File: src/rtl/sevenseg_scan.sv
// Four-digit multiplexed seven-segment scanner with frame-synchronous shadowing,
// leading-zero blanking, per-digit decimal points and PWM brightness control.
module sevenseg_scan #(
  parameter int CLK_DIV = 100000
) (
  input  logic       clk,
  input  logic       reset,
  input  logic [3:0] digit3,
  input  logic [3:0] digit2,
  input  logic [3:0] digit1,
  input  logic [3:0] digit0,
  input  logic       blank_lz,
  input  logic [3:0] dp_mask,
  input  logic [3:0] brightness,
  output logic [3:0] an,
  output logic [6:0] seg,
  output logic       dp,
  output logic       frame_done,
  output logic [1:0] dbg_slot
);

  localparam int PW = $clog2(CLK_DIV);
  localparam logic [PW-1:0] PRESC_MAX = PW'(CLK_DIV - 1);

  typedef enum logic [1:0] {
    SLOT0 = 2'd0,
    SLOT1 = 2'd1,
    SLOT2 = 2'd2,
    SLOT3 = 2'd3
  } slot_t;

  slot_t          state;
  slot_t          state_next;
  logic [PW-1:0]  presc;
  logic           slot_tick;
  logic [1:0]     slot_idx;
  logic [3:0]     anode_sel;
  logic           frame_wrap;
  logic [3:0]     pwm_cnt;

  logic [3:0][3:0] sh_digits;
  logic            sh_blank_lz;
  logic [3:0]      sh_dp_mask;
  logic [3:0]      sh_brightness;

  logic [3:0] cur_digit;
  logic       lz3;
  logic       lz2;
  logic       lz1;
  logic       blanked;
  logic       dp_sel;
  logic       pwm_on;
  logic       anode_en;
  logic [6:0] seg_dec;
  logic [3:0] an_d;
  logic [6:0] seg_d;
  logic       dp_d;

  assign slot_tick = (presc == PRESC_MAX);
  assign dbg_slot  = state;

  always_ff @(posedge clk) begin
    if (reset) begin
      presc <= '0;
    end else if (slot_tick) begin
      presc <= '0;
    end else begin
      presc <= presc + PW'(1);
    end
  end

  always_ff @(posedge clk) begin
    if (reset) begin
      pwm_cnt <= 4'd0;
    end else begin
      pwm_cnt <= pwm_cnt + 4'd1;
    end
  end

  // Scan FSM: one state per digit slot, advancing on each prescaler wrap.
  always_ff @(posedge clk) begin
    if (reset) begin
      state <= SLOT0;
    end else begin
      state <= state_next;
    end
  end

  always_comb begin
    state_next = state;
    if (slot_tick) begin
      case (state)
        SLOT0:   state_next = SLOT1;
        SLOT1:   state_next = SLOT2;
        SLOT2:   state_next = SLOT3;
        SLOT3:   state_next = SLOT0;
        default: state_next = SLOT0;
      endcase
    end
  end

  always_comb begin
    slot_idx   = 2'd0;
    anode_sel  = 4'b1110;
    frame_wrap = 1'b0;
    case (state)
      SLOT0: begin
        slot_idx  = 2'd0;
        anode_sel = 4'b1110;
      end
      SLOT1: begin
        slot_idx  = 2'd1;
        anode_sel = 4'b1101;
      end
      SLOT2: begin
        slot_idx  = 2'd2;
        anode_sel = 4'b1011;
      end
      SLOT3: begin
        slot_idx   = 2'd3;
        anode_sel  = 4'b0111;
        frame_wrap = slot_tick;
      end
      default: begin
        slot_idx  = 2'd0;
        anode_sel = 4'b1110;
      end
    endcase
  end

  // Display settings only move at the frame boundary so a frame never tears.
  always_ff @(posedge clk) begin
    if (reset) begin
      sh_digits     <= '0;
      sh_blank_lz   <= 1'b0;
      sh_dp_mask    <= 4'd0;
      sh_brightness <= 4'd0;
    end else if (frame_wrap) begin
      sh_digits     <= {digit3, digit2, digit1, digit0};
      sh_blank_lz   <= blank_lz;
      sh_dp_mask    <= dp_mask;
      sh_brightness <= brightness;
    end
  end

  assign cur_digit = sh_digits[slot_idx];
  assign dp_sel    = sh_dp_mask[slot_idx];
  assign lz3       = (sh_digits[3] == 4'd0);
  assign lz2       = lz3 && (sh_digits[2] == 4'd0);
  assign lz1       = lz2 && (sh_digits[1] == 4'd0);

  always_comb begin
    blanked = 1'b0;
    case (slot_idx)
      2'd3:    blanked = sh_blank_lz && lz3;
      2'd2:    blanked = sh_blank_lz && lz2;
      2'd1:    blanked = sh_blank_lz && lz1;
      default: blanked = 1'b0;
    endcase
  end

  always_comb begin
    seg_dec = 7'h7F;
    case (cur_digit)
      4'h0: seg_dec = 7'h40;
      4'h1: seg_dec = 7'h79;
      4'h2: seg_dec = 7'h24;
      4'h3: seg_dec = 7'h30;
      4'h4: seg_dec = 7'h19;
      4'h5: seg_dec = 7'h12;
      4'h6: seg_dec = 7'h02;
      4'h7: seg_dec = 7'h78;
      4'h8: seg_dec = 7'h00;
      4'h9: seg_dec = 7'h10;
      4'hA: seg_dec = 7'h08;
      4'hB: seg_dec = 7'h03;
      4'hC: seg_dec = 7'h46;
      4'hD: seg_dec = 7'h21;
      4'hE: seg_dec = 7'h06;
      4'hF: seg_dec = 7'h0E;
      default: seg_dec = 7'h7F;
    endcase
  end

  // A blanked digit keeps its anode lit only to show its decimal point.
  assign pwm_on   = (pwm_cnt <= sh_brightness);
  assign anode_en = pwm_on && (!blanked || dp_sel);

  always_comb begin
    an_d  = 4'hF;
    seg_d = 7'h7F;
    dp_d  = 1'b1;
    if (anode_en) begin
      an_d  = anode_sel;
      seg_d = blanked ? 7'h7F : seg_dec;
      dp_d  = !dp_sel;
    end
  end

  always_ff @(posedge clk) begin
    if (reset) begin
      an         <= 4'hF;
      seg        <= 7'h7F;
      dp         <= 1'b1;
      frame_done <= 1'b0;
    end else begin
      an         <= an_d;
      seg        <= seg_d;
      dp         <= dp_d;
      frame_done <= frame_wrap;
    end
  end

endmodule

File: config.mk
export PLATFORM = sky130hd
export DESIGN_NAME = sevenseg_scan
export DESIGN_NICKNAME = d
export VERILOG_FILES = /design/src/rtl/sevenseg_scan.sv
export SDC_FILE = /design/constraint.sdc
export NUM_CORES = 1
export LEC_CHECK = 0
export ABC_CLOCK_PERIOD_IN_PS = 7200
export CAP_MARGIN = 20
export CORE_MARGIN = 10
export CORE_UTILIZATION = 55
export DETAILED_ROUTE_END_ITERATION = 8
export PLACE_DENSITY = 0.8
export SLEW_MARGIN = 20
export SYNTH_ARGS = -nofsm -noshare
export SYNTH_HDL_FRONTEND = slang
export SYNTH_SLANG_ARGS = --single-unit
File: constraint.sdc
create_clock -name clk -period 7.2 [get_ports clk]
set_input_delay 1.44 -clock clk [delete_from_list [all_inputs] [get_ports clk]]
set_output_delay 1.44 -clock clk [all_outputs]
set_load 0.01 [all_outputs]
Word-level counts from Yosys, hierarchy flattened

Memory sizes are Yosys's and may differ from the RTL's. A register that Yosys moved wholly into a read port is not among the register bits.
Index checks and enable logic that the tools add are counted.

Add/subtract/negate cells: 2
Magnitude comparators: 2
Equality and inequality tests: 7
Muxes and demuxes: 9
Bitwise logic cells: 1
Reductions and logical operators: 16

Operators with widths:

| kind                                                        | count |
|---|---|
| adder 17 x 1 -> 17 bit (second input constant)              | 1 |
| == test 17 bit (second input constant)                      | 1 |
| one-hot mux 2 bit (4 select lines)                          | 2 |
| one-hot mux 4 bit (4 select lines)                          | 1 |
| zero test 4 bit                                             | 3 |
| binary-select mux 4 bit (select 2 bit)                      | 1 |
| == test 2 bit (second input constant)                       | 4 |
| logical AND 1 bit                                           | 6 |
| adder 4 x 1 -> 4 bit (second input constant)                | 1 |
| == test 2 x 1 -> 1 bit (second input constant)              | 2 |
| <= comparator 4 bit                                         | 1 |
| 2-to-1 mux 4 bit                                            | 1 |
| OR reduction 2 bit                                          | 2 |
| less-than comparator 2 x 3 -> 1 bit (second input constant) | 1 |
| one-hot mux 1 bit (3 select lines)                          | 1 |
| OR reduction 3 bit                                          | 1 |
| binary-select mux 1 bit (select 2 bit)                      | 1 |
| zero test 1 bit                                             | 2 |
| zero test 2 bit                                             | 1 |
| 2-to-1 mux 1 bit                                            | 2 |
| logical OR 1 bit                                            | 1 |
| inverter 1 bit                                              | 1 |

Register bits after elaboration: 54
Memory bits (read-only): 112
Input bits: 27
Output and inout bits: 15
Word-level logic and storage cells: 51
Memories: 1

Memories:

| name            | words | bits a word | rd ports | clocked after Yosys merged registers in | write ports | RTL line | text |
|---|---|---|---|---|---|---|---|
| (no name shown) | 16    | 7           | 1        | 1                                       | 0           | 164      | `case (cur_digit)` |

Depth between registers and ports, before layout

Word-level depth: 10
Gate-level depth with buffers: 12
Mapped depth without buffers: 11

Worst setup path after synthesis

No wires, ideal clock.

Path kind: register to register
Start point: register state[1] (netlist: dbg_slot[1])
End point: register seg[3]
Library setup time: 137 ps
Data arrival time: 2402 ps
Required time: 7063 ps
Slack: 4661 ps
Stages on the path, launching flop included: 11
Path buffers: 1
Period minus slack after synthesis: 2539 ps
Path through: dfxtp_1 > inv_1 > ha_1 > buf_2 > or3b_1 > o22a_1 > o221ai_2 > inv_2 > ha_1 > a211oi_1 > o21ai_1

Word-level cells in the longest chain between the ends: 9
Elaborated cells on any way between the ends: 18
Those cells by class: 6 x eq/ne; 6 x mux; 1 x bitwise; 5 x reduce/logical

RTL lines:

| item                                                           | RTL line | text |
|---|---|---|
| start: declaration                                             | 32       | `slot_t state;` |
| start signal: assignment                                       | 85       | `state <= state_next;` |
| == test 2 bit, or another cell as far along                    | 106      | `case (state)` |
| one-hot mux 2 bit (4 select lines) (*)                         | 106      |  |
| == test 2 x 1 -> 1 bit / == test 2 bit (equally long branches) | 154      | `case (slot_idx)` |
| one-hot mux 1 bit (3 select lines)                             | 154      |  |
| zero test 1 bit                                                | 187      | `assign anode_en = pwm_on && (!blanked \|\| dp_sel);` |
| logical OR 1 bit                                               | 187      |  |
| logical AND 1 bit                                              | 187      |  |
| inverter 1 bit (no source line)                                | n/a      |  |
| OR reduction 3 bit (no source line)                            | n/a      |  |
| end: declaration                                               | 16       | `output logic [6:0] seg,` |

Every way passes the cells marked *; elsewhere a longest branch is shown, timed or not. The select of a mux whose other input is x is not followed.
A chain may end at the register's enable or synchronous reset.

Final worst setup path

Start point: register state[1] (netlist: dbg_slot[1])
End point: output dbg_slot[1]

RTL lines:

| item             | RTL line | text |
|---|---|---|
| end: declaration | 19       | `output logic [1:0] dbg_slot` |

No word-level cell between the ends.

==> flow_results.xml <==
<?xml version="1.0" encoding="UTF-8"?>
<metrics>
  <group name="logic_synthesis">
    <metric name="syn-num-nets" unit="">351</metric>
    <metric name="syn-instance-count" unit="">305</metric>
    <metric name="yosysTopAreaCellShare" unit="%">41.3</metric>
    <metric name="dominantRegCellSynth" unit="">sky130_fd_sc_hd__dfxtp_1</metric>
    <metric name="yosysWarnings" unit="">0</metric>
    <metric name="synth_top_cells_by_count" unit="">61 x sky130_fd_sc_hd__dfxtp_1, 54 x sky130_fd_sc_hd__nor2_1, 32 x sky130_fd_sc_hd__mux2i_1, 19 x sky130_fd_sc_hd__ha_1, 12 x sky130_fd_sc_hd__inv_1</metric>
    <metric name="synth_async_sr_flop_share" unit="%">0</metric>
    <metric name="netlist_area" unit="um^2">2950</metric>
    <metric name="ys_seq_area_share" unit="%">41.3</metric>
    <metric name="post_synth_num_cell_types" unit="">54</metric>
    <metric name="post_synth_main_area_contributors" unit="">sky130_fd_sc_hd__dfxtp_1 41%, sky130_fd_sc_hd__mux2i_1 11%, sky130_fd_sc_hd__ha_1 8.0%</metric>
    <metric name="most_numerous_cell_in_the_yosys_netlist" unit="">sky130_fd_sc_hd__dfxtp_1</metric>
    <metric name="synth_edf_count" unit="">0</metric>
    <metric name="ys_ff_latch" unit="">61</metric>
    <metric name="synth.largest_area_cell" unit="">sky130_fd_sc_hd__dfxtp_1</metric>
    <metric name="synthesis.area_per_instance" unit="um^2">9.69</metric>
  </group>
  <group name="setup_path">
    <metric name="crit-reg2reg-capture" unit="">seg[3]</metric>
    <metric name="r2r_cells" unit="">9</metric>
    <metric name="critical-path-slowest-cell" unit="">sky130_fd_sc_hd__clkdlybuf4s50_1</metric>
    <metric name="worstSetupStartpointType" unit="">flip-flop</metric>
    <metric name="cell_chain_of_the_critical_path" unit="">clkdlybuf4s50_1</metric>
    <metric name="r2r_setup_slack" unit="ns">4.38</metric>
    <metric name="critPathCaptureType" unit="">output port</metric>
    <metric name="timing.critical_path.fanout_max" unit="">7</metric>
    <metric name="crit_family" unit="">buffers and inverters</metric>
    <metric name="critical_path_required" unit="ns">5.76</metric>
    <metric name="cp_data_arrival_time" unit="ns">1.40</metric>
    <metric name="path_type_of_the_worst_setup_path" unit="">reg2out</metric>
    <metric name="timing.critical_path.buf_inv" unit="">1</metric>
    <metric name="slowest_delay" unit="ns">0.60</metric>
    <metric name="worstReg2RegStart" unit="">dbg_slot[1]</metric>
  </group>
  <group name="timing">
    <metric name="worst_rel_slew_slack" unit="%">60.5</metric>
    <metric name="finalClockSkew" unit="ns">0.00821</metric>
    <metric name="grt_setup_unrepaired" unit="">no</metric>
    <metric name="finalSetupViolCount" unit="">0</metric>
    <metric name="worstMarginPinSlew" unit="ns">0.577</metric>
    <metric name="maxClockFrequency" unit="GHz">0.352</metric>
    <metric name="finalHoldViolCount" unit="">0</metric>
    <metric name="slew_violations" unit="">0</metric>
    <metric name="final_setup_tns" unit="ns">0</metric>
    <metric name="fin_crit" unit="ns">2.84</metric>
    <metric name="post-route-period-util" unit="%">39.4</metric>
  </group>
  <group name="floorplan">
    <metric name="ios" unit="">42</metric>
    <metric name="fp.dieW" unit="um">93.3</metric>
    <metric name="initial_core_utilization" unit="%">57.1</metric>
    <metric name="core.rowCount" unit="">26</metric>
    <metric name="core" unit="um^2">5170</metric>
    <metric name="die_area" unit="um^2">8700</metric>
    <metric name="die_height" unit="um">93.3</metric>
  </group>
  <group name="cells_and_area">
    <metric name="final_area" unit="um^2">3550</metric>
    <metric name="layout-drive-gt1-share" unit="%">9.09</metric>
    <metric name="final_net_count" unit="">393</metric>
    <metric name="multiInputGateArea" unit="um^2">1610</metric>
    <metric name="diodes" unit="">0</metric>
    <metric name="areaGrowthSynthToFinish" unit="%">20.2</metric>
    <metric name="fill_cells" unit="">401</metric>
    <metric name="finish.cell_count_without_fillers" unit="">422</metric>
    <metric name="final-seq-area" unit="um^2">1220</metric>
  </group>
  <group name="min_path">
    <metric name="hold_path_depth" unit="">1</metric>
    <metric name="hold_path.startpoint" unit="">pwm_cnt[0]</metric>
    <metric name="destination_of_the_worst_hold_path" unit="">pwm_cnt[0]</metric>
    <metric name="type_of_the_worst_min_delay_path" unit="">reg2reg</metric>
  </group>
  <group name="cts">
    <metric name="clock_tree.buffer_depth" unit="">2</metric>
    <metric name="tritoncts_num_sinks" unit="">61</metric>
    <metric name="clk-insertion-delay-late" unit="ns">0.34</metric>
    <metric name="cts_resized" unit="">0</metric>
    <metric name="path_clk_slew" unit="ns">0.07</metric>
    <metric name="cts_tree" unit="">built</metric>
    <metric name="root_cell_of_the_clock_tree" unit="">sky130_fd_sc_hd__clkbuf_8</metric>
    <metric name="cts.repair_timing.setup_buffer_count" unit="">0</metric>
    <metric name="cts.hold.buffers_added" unit="">0</metric>
    <metric name="h_tree_lvls" unit="">3</metric>
    <metric name="cts_made_buffers" unit="">9</metric>
  </group>
  <group name="grt">
    <metric name="globalRouteTotalUtil" unit="%">14.5</metric>
    <metric name="global_route.usage.met1" unit="%">17.1</metric>
    <metric name="grt_max_degree" unit="">36</metric>
    <metric name="grt_pass1_wl" unit="um">10300</metric>
    <metric name="use_met3" unit="%">4.56</metric>
    <metric name="top_usage_layer" unit="">met2</metric>
    <metric name="global_route.overflow_total" unit="">0</metric>
    <metric name="number_of_antenna_violations_at_the_first_check_in_global_routing" unit="">0</metric>
    <metric name="grt_pass1_vias" unit="">2278</metric>
    <metric name="grtUsageMet2" unit="%">22.7</metric>
  </group>
  <group name="route">
    <metric name="detailed_route_drc_error_count" unit="">0</metric>
    <metric name="drt_iter0_markers" unit="">79</metric>
    <metric name="post_drt_via_cell_ratio" unit="">5.37</metric>
    <metric name="drtAntennaViolNets" unit="">0</metric>
    <metric name="vias" unit="">2265</metric>
    <metric name="totalWireLength" unit="um">5820</metric>
    <metric name="drt_first_pass_iters" unit="">4</metric>
    <metric name="wire_per_inst" unit="um">13.8</metric>
  </group>
  <group name="placed_design">
    <metric name="dp_cells" unit="">406</metric>
    <metric name="place.detailed.hpwl" unit="um">4370</metric>
    <metric name="dpl-instance-area" unit="um^2">3400</metric>
    <metric name="gpl.final_weighted_congestion" unit="">0.904</metric>
    <metric name="io_buffers" unit="">41</metric>
  </group>
  <group name="run_status">
    <metric name="run_status" unit="">finished, final reports clean</metric>
  </group>
  <group name="run">
    <metric name="max-cap-violations" unit="">0</metric>
  </group>
  <group name="power_and_ir_drop">
    <metric name="p_leak" unit="nW">1.30</metric>
    <metric name="max-vdd-ir-drop" unit="V">0.000121</metric>
    <metric name="power.density" unit="nW/um^2">180</metric>
  </group>
</metrics>
-- routing by layer --
metal	up-vias	routed length, um
met2	62	2660
met4	0	140
met1	1034	2610
li1	1158	-
met5	-	0
met3	11	406
-- cells in the final DEF (no fill, tap or decap), types with 8 or more instances in the layout --
cell type and n:
sky130_fd_sc_hd__clkbuf_8 9, sky130_fd_sc_hd__clkdlybuf4s50_1 41, sky130_fd_sc_hd__dfxtp_1 61, sky130_fd_sc_hd__ha_1 19
sky130_fd_sc_hd__inv_1 12, sky130_fd_sc_hd__mux2i_1 32, sky130_fd_sc_hd__nand2_1 10, sky130_fd_sc_hd__nor2_1 54
sky130_fd_sc_hd__xnor2_1 8, sky130_fd_sc_hd__xor2_1 9
-- flip-flops by register name, indices dropped and copies added, names as in the netlist --
register       count
sh_digits         16
seg                7
sh_dp_mask         4
an                 4
dbg_slot           2
presc             17
pwm_cnt            4
sh_blank_lz        1
dp                 1
frame_done         1
sh_brightness      4
-- how the worst max path moves through the flow --
stage | startpoint | endpoint | slack (ns) | depth (start not counted)
2_1_floorplan | dbg_slot[1] | seg[3] | 4.66 | 10
3_3_place_gp | reset | seg[6] | 4.13 | 5
3_5_place_dp | reset | seg[2] | 4.06 | 5
4_1_cts | dbg_slot[1] | dbg_slot[1] | 4.34 | 1
5_1_grt | dbg_slot[1] | seg[3] | 4.14 | 9
6_report | dbg_slot[1] | dbg_slot[1] | 4.36 | 1
-- final cells by class --
type	count	share of cell area, %
repair buffers	44	12.2
clock inverters	2	0.282
inverters	13	1.37
flip-flops and latches	61	34.4
multi-input cells	218	45.3
well taps	70	2.47
clock buffers	14	4.02
-- kinds of logic (layout without fill, tap and decap cells) --
group | count (synthesis) | count (layout) | synth area share, %
AND/OR/NAND/NOR | 115 | 115 | 19.6
flip-flops | 61 | 61 | 41.3
AO/OA/AOI/OAI | 34 | 34 | 10.3
multiplexers | 33 | 33 | 11.2
buffers and inverters | 26 | 73 | 4.40
adder cells (fa/ha/maj) | 19 | 19 | 8.05
XOR/XNOR | 17 | 17 | 5.04
-- power by group --
group / leakage, nW / total, mW / internal, mW / switching [mW]
registers: 0.495 / 0.350 / 0.346 / 0.00396
logic: 0.724 / 0.0482 / 0.0288 / 0.0193
clock network: 0.0784 / 0.243 / 0.124 / 0.119
total: 1.30 / 0.641 / 0.499 / 0.142
-- stage by stage --
| stage | setup slack, ns | power, mW | utilization (%) | hold slack, ns |
|---|---|---|---|---|
| after floorplan | 4.66 | 0.376 | - | 0.430 |
| after global placement | 4.13 | 0.404 | 65.7 | 0.441 |
| after detailed placement | 4.06 | 0.406 | 65.7 | 0.456 |
| after CTS | 4.34 | 0.649 | 68.7 | 0.471 |
| after global routing | 4.14 | 0.668 | 68.7 | 0.512 |
| final | 4.36 | 0.641 | 68.7 | 0.471 |
Power figures use the tool's default switching activity.
